File: src/rtl/mem_ctrl_pkg.sv
// Shared types and defaults for the memory write controller: state enum,
// default sizes and the address-width helper.
package mem_ctrl_pkg;

  localparam int unsigned DATA_W_DEF = 20;
  localparam int unsigned DEPTH_DEF  = 256;

  typedef enum logic [1:0] {
    IDLE = 2'd0,
    FILL = 2'd1,
    FULL = 2'd2
  } state_e;

  // Address bits needed to index DEPTH words (at least one bit).
  function automatic int unsigned addr_width(input int unsigned depth);
    return (depth > 32'd1) ? 32'($clog2(depth)) : 32'd1;
  endfunction

endpackage

File: src/rtl/mem_write_ctrl_if.sv
// Sample stream and memory write pins of the write controller.
// master = controller side, slave = upstream source / memory side.
interface mem_write_ctrl_if
  import mem_ctrl_pkg::*;
#(
  parameter int unsigned DATA_W = DATA_W_DEF,
  parameter int unsigned ADDR_W = addr_width(DEPTH_DEF)
) ();

  logic              in_valid;
  logic [DATA_W-1:0] in_data;
  logic              in_ready;
  logic [ADDR_W-1:0] mem_addr;
  logic [DATA_W-1:0] mem_din;
  logic              mem_we;

  modport master (
    input  in_valid, in_data,
    output in_ready, mem_addr, mem_din, mem_we
  );

  modport slave (
    output in_valid, in_data,
    input  in_ready, mem_addr, mem_din, mem_we
  );

endinterface

File: src/rtl/mem_write_ctrl.sv
// Fills DEPTH memory words from a valid/ready sample stream at sequential addresses.
// Define MEM_WRITE_CTRL_WRAP_EN for ring mode (keep filling and overwrite oldest words).
module mem_write_ctrl
  import mem_ctrl_pkg::*;
#(
  parameter int unsigned DATA_W = DATA_W_DEF,
  parameter int unsigned DEPTH  = DEPTH_DEF,
  parameter int unsigned ADDR_W = addr_width(DEPTH)
) (
  input  logic              clk,
  input  logic              rst,
  input  logic              start,
  input  logic              abort,
  mem_write_ctrl_if.master  bus,
  output logic [ADDR_W:0]   count,
  output logic              full,
  output logic              done
);

  localparam int unsigned       CNT_W    = ADDR_W + 1;
  localparam logic [ADDR_W-1:0] PTR_LAST = ADDR_W'(DEPTH - 1);
  localparam logic [CNT_W-1:0]  CNT_MAX  = CNT_W'(DEPTH);
  localparam logic [CNT_W-1:0]  CNT_LAST = CNT_W'(DEPTH - 1);

  state_e              state_q, state_d;
  logic [ADDR_W-1:0]   ptr_q, ptr_d;
  logic [CNT_W-1:0]    count_q, count_d;
  logic                full_q, full_d;
  logic                done_q, done_d;
  logic                we_q, we_d;
  logic [ADDR_W-1:0]   addr_q, addr_d;
  logic [DATA_W-1:0]   din_q, din_d;

  logic                in_ready_c;
  logic                accept_c;

  // Never accept in a start or abort cycle so a restart cannot lose or duplicate a write.
  always_comb begin
    in_ready_c = (state_q == FILL) && !start && !abort;
    accept_c   = bus.in_valid && in_ready_c;
  end

  always_ff @(posedge clk or posedge rst) begin
    if (rst) begin
      state_q <= IDLE;
      ptr_q   <= '0;
      count_q <= '0;
      full_q  <= 1'b0;
      done_q  <= 1'b0;
      we_q    <= 1'b0;
      addr_q  <= '0;
      din_q   <= '0;
    end else begin
      state_q <= state_d;
      ptr_q   <= ptr_d;
      count_q <= count_d;
      full_q  <= full_d;
      done_q  <= done_d;
      we_q    <= we_d;
      addr_q  <= addr_d;
      din_q   <= din_d;
    end
  end

  always_comb begin
    state_d = state_q;
    ptr_d   = ptr_q;
    count_d = count_q;
    full_d  = full_q;
    done_d  = 1'b0;
    we_d    = 1'b0;
    addr_d  = addr_q;
    din_d   = din_q;

    if (abort) begin
      state_d = IDLE;
    end else if (start) begin
      state_d = FILL;
      ptr_d   = '0;
      count_d = '0;
      full_d  = 1'b0;
    end else if (accept_c) begin
      we_d   = 1'b1;
      addr_d = ptr_q;
      din_d  = bus.in_data;
      ptr_d  = (ptr_q == PTR_LAST) ? '0 : ptr_q + ADDR_W'(1);
      if (count_q != CNT_MAX) begin
        count_d = count_q + CNT_W'(1);
      end
      // The DEPTH-th write; done only marks the first time full rises.
      if (count_q == CNT_LAST) begin
        full_d = 1'b1;
        done_d = !full_q;
`ifdef MEM_WRITE_CTRL_WRAP_EN
        state_d = FILL;
`else
        state_d = FULL;
`endif
      end
    end
  end

  assign bus.in_ready = in_ready_c;
  assign bus.mem_we   = we_q;
  assign bus.mem_addr = addr_q;
  assign bus.mem_din  = din_q;
  assign count        = count_q;
  assign full         = full_q;
  assign done         = done_q;

endmodule

File: src/flat_wrapper.sv
// flat-port wrapper written by rule: the top's interface ports become plain ports
module mem_write_ctrl_flat import mem_ctrl_pkg::*;
#(
  parameter int unsigned DATA_W = DATA_W_DEF,
  parameter int unsigned DEPTH  = DEPTH_DEF,
  parameter int unsigned ADDR_W = addr_width(DEPTH)
)
  (clk, rst, start, abort, count, full, done, bus_in_valid, bus_in_data, bus_in_ready, bus_mem_addr, bus_mem_din, bus_mem_we);
  mem_write_ctrl_if #(.DATA_W(DATA_W), .ADDR_W(ADDR_W)) bus_i ();
  input  logic clk;
  input  logic rst;
  input  logic start;
  input  logic abort;
  output logic [ADDR_W:0] count;
  output logic full;
  output logic done;
  input wire logic [$bits(bus_i.in_valid)-1:0] bus_in_valid;
  input wire logic [$bits(bus_i.in_data)-1:0] bus_in_data;
  output wire logic [$bits(bus_i.in_ready)-1:0] bus_in_ready;
  output wire logic [$bits(bus_i.mem_addr)-1:0] bus_mem_addr;
  output wire logic [$bits(bus_i.mem_din)-1:0] bus_mem_din;
  output wire logic [$bits(bus_i.mem_we)-1:0] bus_mem_we;
  assign bus_i.in_valid = bus_in_valid;
  assign bus_i.in_data = bus_in_data;
  assign bus_in_ready = bus_i.in_ready;
  assign bus_mem_addr = bus_i.mem_addr;
  assign bus_mem_din = bus_i.mem_din;
  assign bus_mem_we = bus_i.mem_we;
  mem_write_ctrl #(.DATA_W(DATA_W), .DEPTH(DEPTH), .ADDR_W(ADDR_W)) u_core (.clk(clk), .rst(rst), .start(start), .abort(abort), .bus(bus_i), .count(count), .full(full), .done(done));
endmodule
File: config.mk
export PLATFORM = sky130hd
export DESIGN_NAME = mem_write_ctrl_flat
export DESIGN_NICKNAME = d
export VERILOG_FILES = /design/src/rtl/mem_ctrl_pkg.sv /design/src/rtl/mem_write_ctrl_if.sv /design/src/rtl/mem_write_ctrl.sv /design/src/flat_wrapper.sv
export SDC_FILE = /design/constraint.sdc
export NUM_CORES = 1
export LEC_CHECK = 0
export ABC_CLOCK_PERIOD_IN_PS = 5400
export CORE_MARGIN = 2
export CORE_UTILIZATION = 24
export CTS_CLUSTER_SIZE = 40
export DETAILED_ROUTE_END_ITERATION = 10
export PLACE_DENSITY = 0.56
export SYNTH_ARGS = -nofsm -noshare
export SYNTH_HDL_FRONTEND = slang
export SYNTH_SLANG_ARGS = --single-unit
File: constraint.sdc
create_clock -name clk -period 5.4 [get_ports clk]
set_clock_uncertainty 0.2 [all_clocks]
set_input_delay 0.54 -clock clk [delete_from_list [all_inputs] [get_ports clk]]
set_output_delay 0.54 -clock clk [all_outputs]
set_load 0.005 [all_outputs]
Yosys cells after proc, flatten, opt, wreduce, memory -nomap -nowiden
Index checks and enable logic that the tools add are counted.

Add/subtract/negate cells: 2. Equal/unequal tests: 4. Multiplexer cells: 20. Bitwise operators: 2. Reduce and logical (&&, ||, !) cells: 16.

Operators by type and width (count): 2-to-1 mux 9 bit (3); 2-to-1 mux 8 bit (3); 2-to-1 mux 1 bit (10); adder 9 x 1 -> 9 bit (second input constant) (1); equality test 9 x 8 -> 1 bit (second input constant) (1); inequality test 9 bit (second input constant) (1); AND reduction 3 bit (3); adder 8 x 1 -> 8 bit (second input constant) (1); equality test 8 bit (second input constant) (1); 2-to-1 mux 2 bit (4); nonzero test 2 bit (3); nonzero test 3 bit (2); AND reduction 2 bit (2); logical AND 1 bit (3); zero test 1 bit (3); equality test 2 x 1 -> 1 bit (second input constant) (1); NOT 1 bit (2).

Register bits: 50. Input bits: 25. Output and inout bits: 41. Logic and storage cells: 52.

Longest topological paths before layout
Gate-level depths: netlist of the first run.

Word-level depth: 7. Gate-level depth with buffers: 8. Mapped depth without buffers: 8.

Least setup slack after synthesis of the first run
OpenSTA, ideal clock, no wires.

Path type: input -> register. From: in start. To: reg u_core.din_q[10] (netlist: u_core.bus.mem_din[10]). Library setup time: 125 ps. Arrival time: 1736 ps. Required time: 5075 ps. Setup slack: 3339 ps. Stages on the path: 6. Path buffers: 3. Path through: buf_6 nor4b_4 and2_4 buf_12 buf_6 mux2_2.

Longest elaborated chain between the ends: 5. Elaborated cells on any way between the ends: 6. Classes of those cells: bitwise: 1; reduce/logical: 5.

Ends and longest elaborated chain: start: declaration (line flat_wrapper.sv:12) `input logic start;`; zero test 1 bit (line mem_write_ctrl.sv:39) `in_ready_c = (state_q == FILL) && !start && !abort;`; logical AND 1 bit (2 in a row) (line mem_write_ctrl.sv:39); via bus_in_ready (line flat_wrapper.sv:19) `output wire logic [$bits(bus_i.in_ready)-1:0] bus_in_ready;`; logical AND 1 bit (line mem_write_ctrl.sv:40) `accept_c = bus.in_valid && in_ready_c;`; AND reduction 3 bit (no source line); end signal: assignment (line mem_write_ctrl.sv:61) `din_q <= din_d;`; end: declaration (line mem_write_ctrl.sv:32) `logic [DATA_W-1:0] din_q, din_d;`.

The timed path passes the listed nets, and every way through them passes these cells. A chain may end at the register's enable or synchronous reset.

Worst setup path after layout of the first run
From: in start. To: out bus_in_ready.

Longest elaborated chain between the ends: 3.

Ends and longest elaborated chain (line): zero test 1 bit (mem_write_ctrl.sv:39); logical AND 1 bit (2 in a row) (mem_write_ctrl.sv:39); end: declaration (flat_wrapper.sv:19).

Every way passes these cells.

==> results_dict.tcl, run 1 <==
set metrics [dict create \
    outcome "finished clean" \
    post_cts_buffers 0 \
    nNetsFinal 278 \
    clk_pin_slew_ns 0.08 \
    rsz0062_at_grt "no" \
    final_util_pct 33.44 \
    root_buffer "clkbuf_8" \
    ys_async_sr_fraction_pct 100.0 \
    clk_latency_ns 0.30 \
    fmax_mhz 336.0 \
    required_ns 4.66 \
    track_usage_pct 9.792 \
    p_per_area_mw_per_mm2 273.6 \
    core_sq_mm 0.009153 \
    synth_top_family_by_area "multiplexers" \
    crit_start "start" \
    yosysSeqAreaShare_pct 55.62 \
    fin_crit_sh_pct 55.12 \
    ys_ff_latch 50 \
    ioPinCount 66 \
    synth.avg_cell_area_sq_um 12.16 \
    synth_compound_area_share_pct 9.121 \
    gp_congestion 0.7451 \
    met3_usage_pct 3.953 \
    ant_nets 0 \
    synth_edf_count 0 \
    syn-cell-area_sq_mm 0.002250 \
    reg2reg_depth 4 \
    fin_setup_tns_ns 0 \
    busiest_layer "met2" \
    ctsHtreeMaxLevel 2 \
    dp_slack_ns 2.398 \
    synthCells 185 \
    setup_viol 0 \
    place.detailed.hpwl_um 3225 \
    fin_ws_ns 2.423 \
    cp_max_fo 17 \
    tightestPinTransition_ns 0.7174 \
    clockBufferDepth 2 \
    synthXorXnorAreaFrac_pct 0.7786 \
    synthAdderAreaFrac_pct 2.225 \
    yosys.area_share.simple_pct 13.35 \
    finalInstanceArea_sq_mm 0.003060 \
    clkSinkCount 50 \
    grt_pass1_wl_um 7893 \
    drive_gt1_share_pct 17.20 \
    place_area_sq_mm 0.002969 \
    diodes 0 \
    start_util_pct 24.58 \
    r2r-start "u_core.count[5]" \
    crit_type "primary input to output pin" \
    cts_tree "done" \
    via_per_inst 4.618 \
    grt_util_met1_pct 11.19 \
    power.leakage_nw 1.288 \
    finalMaxSlewViolations 0 \
    yosysUniqueCellTypes 42 \
    fp.dieW_um 100.8 \
    hp-class "register to register" \
    worstSetupEndpoint "bus_in_ready" \
    first_pass_iters 4 \
    drc 0 \
    rrSetupSlack_ns 3.36 \
    antenna_found_initial 0 \
    die_area_sq_mm 0.01016 \
    first_iter_violations 38 \
    die_y_um 100.8 \
    r2r-end "u_core.count[2]" \
    min_period_ns 2.977 \
    vias 1667 \
    cts_resized 0 \
    synthMuxAreaShare_pct 14.46 \
    grt.overflow.total 0 \
    start_kind "primary input" \
    final-hold-violation-count 0 \
    ys.flop_type "dfrtp_1" \
    use_met2_pct 16.97 \
    numPortBuffers 65 \
    syn_nets 214 \
    drv_cap 0 \
    ir_drop_v 0.00007804 \
    crit_arrival_ns 2.24 \
    slew-limit-headroom_pct 52.00 \
    cp-end-kind "output pin" \
    yosysWarnings 0 \
    area_growth_pct 36.04 \
    hold_buffers 0 \
    cts_made_buffers 5 \
    num_rows 35 \
    grt_pass1_vias 1739 \
    wl_per_cell_um 13.20 \
    drt_wl_total_um 4766 \
    grt_max_degree 51 \
]
[registers in the layout, summed over array words and instances, names as in the netlist]
name / flops
u_core.bus.mem_din: 20
u_core.count: 9
u_core.bus.mem_addr: 8
u_core.ptr_q: 8
u_core.state_q: 2
u_core.bus.mem_we: 1
u_core.done: 1
u_core.full: 1
[worst min path at each step]
| stage | slack [ns] | cells after the start | endpoint | from |
|---|---|---|---|---|
| after global routing | 0.31 | 1 | u_core.done | u_core.full |
| after floorplan | 0.25 | 1 | u_core.done | u_core.full |
| after CTS | 0.28 | 1 | u_core.done | u_core.full |
| after global placement | 0.24 | 1 | u_core.done | u_core.full |
| after detailed placement | 0.27 | 1 | u_core.done | u_core.full |
| final | 0.27 | 1 | u_core.done | u_core.full |
[cell families after synthesis]
kind of cell | after synthesis
muxes | 29
and+or+nand+nor | 53
buffers and inverters | 15
DFF | 50
AOI/OAI and AO/OA | 32
adders and majority gates | 4
xor gates and xnor gates | 2
[power by group]
part           switching, mW  internal (mW)  leakage [nW]
clock                  0.125          0.104        0.0482
sequential            0.0212          0.416         0.659
combinational         0.0522          0.119         0.581
total                  0.199          0.638          1.29
[worst max-delay path: stages]
cell and delay (ns):
clkdlybuf4s50_1 0.71, nor4b_4 0.43, clkdlybuf4s50_1 0.55
[layer usage]
layer / wire [um] / share of wire (%)
met1: 2123 / 45
met2: 2347 / 49
met3: 294 / 6.2
met4: 0 / 0
met5: 0 / 0
[per-stage QoR]
stage               cells  power [mW]  hold WS [ns]
floorplan             185      0.5083        0.2493
global placement      353      0.6165        0.2437
detailed placement    353      0.6201        0.2651
CTS                   361      0.8542        0.2785
global route          361      0.8875        0.3095
finish                361      0.8372        0.2709
[synthesized netlist by cell type (2+ instances only)]
cell      instances  area, sq um
o21ai_0          13        65.06
o211ai_1          4        30.03
buf_6             2        22.52
clkbuf_1          3        11.26
inv_1             6        22.52
a31oi_1           2        12.51
ha_1              4        50.05
a22o_1            3        26.28
nor3_1            2        10.01
a21oi_1           3        15.01
mux2_2           28        315.3
nand4_1           4        25.02
and2_1            3        18.77
nor2_1           12        45.04
and3_1            2        12.51
nand3_1           7        35.03
nand2_1          12        45.04
o31ai_1           2        15.01
dfrtp_1          50         1251
[cell usage in the layout, fill, tap and decap left out, types with 2 or more instances in the layout]
| cell type | synthesis | layout |
|---|---|---|
| clkdlybuf4s50_1 | 0 | 65 |
| o31ai_1 | 2 | 2 |
| o21ai_0 | 13 | 13 |
| dfrtp_1 | 50 | 50 |
| and2_1 | 3 | 3 |
| nand3_1 | 7 | 7 |
| a22o_1 | 3 | 3 |
| nand4_1 | 4 | 4 |
| nor3_1 | 2 | 2 |
| a21oi_1 | 3 | 3 |
| nor2_1 | 12 | 12 |
| clkbuf_8 | 0 | 6 |
| mux2_2 | 28 | 28 |
| a31oi_1 | 2 | 2 |
| ha_1 | 4 | 4 |
| inv_1 | 6 | 5 |
| o211ai_1 | 4 | 4 |
| and3_1 | 2 | 2 |
| nand2_1 | 12 | 12 |
[final cells by class]
class / count / area [sq um]
fill: 932 / 6092
sequential: 50 / 1251
multi-input combinational: 120 / 898.4
timing repair buffer: 66 / 658.1
tap: 111 / 138.9
clock buffer: 7 / 86.33
inverter: 6 / 22.52
clock inverter: 1 / 5.005
Note: power is estimated with default switching activity, not from simulation.
==> run 2: changes to the inputs <==
--- a/config.mk
+++ b/config.mk
@@ -5,7 +5,7 @@
 export SDC_FILE = /design/constraint.sdc
 export NUM_CORES = 1
 export LEC_CHECK = 0
-export ABC_CLOCK_PERIOD_IN_PS = 5400
+export ABC_CLOCK_PERIOD_IN_PS = 3030
 export CORE_MARGIN = 2
 export CORE_UTILIZATION = 24
 export CTS_CLUSTER_SIZE = 40
==> constraint.sdc (replaced) <==
create_clock -name clk -period 3.03 [get_ports clk]
set_clock_uncertainty 0.2 [all_clocks]
set_input_delay 0.303 -clock clk [delete_from_list [all_inputs] [get_ports clk]]
set_output_delay 0.303 -clock clk [all_outputs]
set_load 0.005 [all_outputs]
==> results_dict.tcl, run 2 (synthesized netlist as in run 1, its figures left out) <==
set metrics [dict create \
    crit_start "abort" \
    tightestPinTransition_ns 0.6523 \
    final_util_pct 33.68 \
    ioPinCount 66 \
    drc 0 \
    n_fill_cell 935 \
    clk_latency_ns 0.30 \
    fin_crit_sh_pct 72.66 \
    nNetsFinal 281 \
    grt_max_degree 51 \
    antenna_found_initial 0 \
    required_ns 2.53 \
    diodes 0 \
    finalMaxSlewViolations 0 \
    core_sq_mm 0.009153 \
    cp_max_fo 5 \
    min-delay-start "u_core.full" \
    slew-limit-headroom_pct 56.51 \
    ir_drop_v 0.0001662 \
    critical-path-top-delay-family "buffers and inverters" \
    start_kind "primary input" \
    final-hold-violation-count 0 \
    area_growth_pct 37.04 \
    vias 1681 \
    wl_per_cell_um 13.40 \
    num_rows 35 \
    drive_gt1_share_pct 18.18 \
    cts_resized 0 \
    cp_slowest_stage_delay_ns 0.56 \
    outcome "finished clean" \
    first_iter_violations 55 \
    gp_congestion 0.7304 \
    ctsHtreeMaxLevel 2 \
    post_cts_buffers 0 \
    final_cell_mix "clkdlybuf4s50_1, dfrtp_1, mux2_2, o21ai_0" \
    rsz0062_at_grt "no" \
    clockBufferDepth 2 \
    ant_nets 0 \
    crit_path_frequent_cell "clkdlybuf4s50_1" \
    via_per_inst 4.618 \
    drt_wl_total_um 4876 \
    critPathSlowestCell "clkdlybuf4s50_1" \
    hp-class "register to register" \
    cts_made_buffers 5 \
    place.detailed.hpwl_um 3295 \
    die_y_um 100.8 \
    track_usage_pct 10.14 \
    clk_pin_slew_ns 0.09 \
    die_area_sq_mm 0.01016 \
    power.leakage_nw 1.301 \
    fin_ws_ns 0.8285 \
    fp.dieW_um 100.8 \
    start_util_pct 24.58 \
    crit_arrival_ns 1.70 \
    cp-end-kind "output pin" \
    min_period_ns 2.202 \
    hold_buffers 0 \
    crit_type "primary input to output pin" \
    setup_viol 0 \
    cp_cell_sequence "clkdlybuf4s50_1, nor4b_4, clkdlybuf4s50_1" \
    root_buffer "clkbuf_8" \
    numPortBuffers 65 \
    drv_cap 0 \
    regArea_sq_mm 0.001251 \
    multi_input_area_sq_um 898.4 \
    p_per_area_mw_per_mm2 483.7 \
    grt_pass1_wl_um 8217 \
    r2r-start "u_core.count[1]" \
    largest_reg_flops 20 \
    layout.cells.most_common "clkdlybuf4s50_1" \
    first_pass_iters 4 \
    cts_tree "done" \
    crit_buf_inv 2 \
    fmax_mhz 454.2 \
    grt.overflow.total 0 \
    grt_pass1_vias 1698 \
    clkSinkCount 50 \
    fin_setup_tns_ns 0 \
    dp_slack_ns 0.5972 \
]
## run 2: cell types whose count changed in the layout (fill, tap and decap cells not counted)
cell	delta
buf_4	+3
## run 2: cell type report
type	instances	area share (%)
Timing Repair Buffer	69	22.08
Sequential cell	50	40.58
Clock inverter	1	0.1623
Clock buffer	7	2.800
Inverter	6	0.7305
Multi-Input combinational cell	120	29.14
Tap cell	111	4.505
## run 2: layer usage
metal / wire length [um] / part of all wire, % / track usage [%]
met1: 2225 / 46 / 13.93
met2: 2339 / 48 / 15.64
met3: 277 / 5.7 / 2.843
met4: 34 / 0.70 / 2.845
met5: 0 / 0 / 0
## run 2: metrics by stage
step	power, mW	std cells	instance area (sq um)	hold WS (ns)
3_3_place_gp	1.102	356	2992	0.2473
6_report	1.491	364	3083	0.2570
5_1_grt	1.583	364	3083	0.2817
4_1_cts	1.527	364	3083	0.2651
3_5_place_dp	1.108	356	2992	0.2517
2_1_floorplan	0.9059	185	2250	0.1694
## run 2: path summary, 6_finish.rpt
check                      slack [ns]                endpoint  cells past startpoint
max in group asynchronous        1.89  u_core.bus.mem_addr[5]                      3
hold / removal                   0.26             u_core.done                      1
setup reg to reg                 1.04       u_core.state_q[0]                      8
setup / recovery                 0.83            bus_in_ready                      3
hold reg to reg                  0.26             u_core.done                      1
min in group asynchronous        0.29   u_core.bus.mem_din[4]                      3
## run 2: report_power, final
group	total, mW	switching [mW]	internal, mW
registers	0.779	0.0380	0.741
logic	0.307	0.0936	0.214
clock network	0.405	0.220	0.185
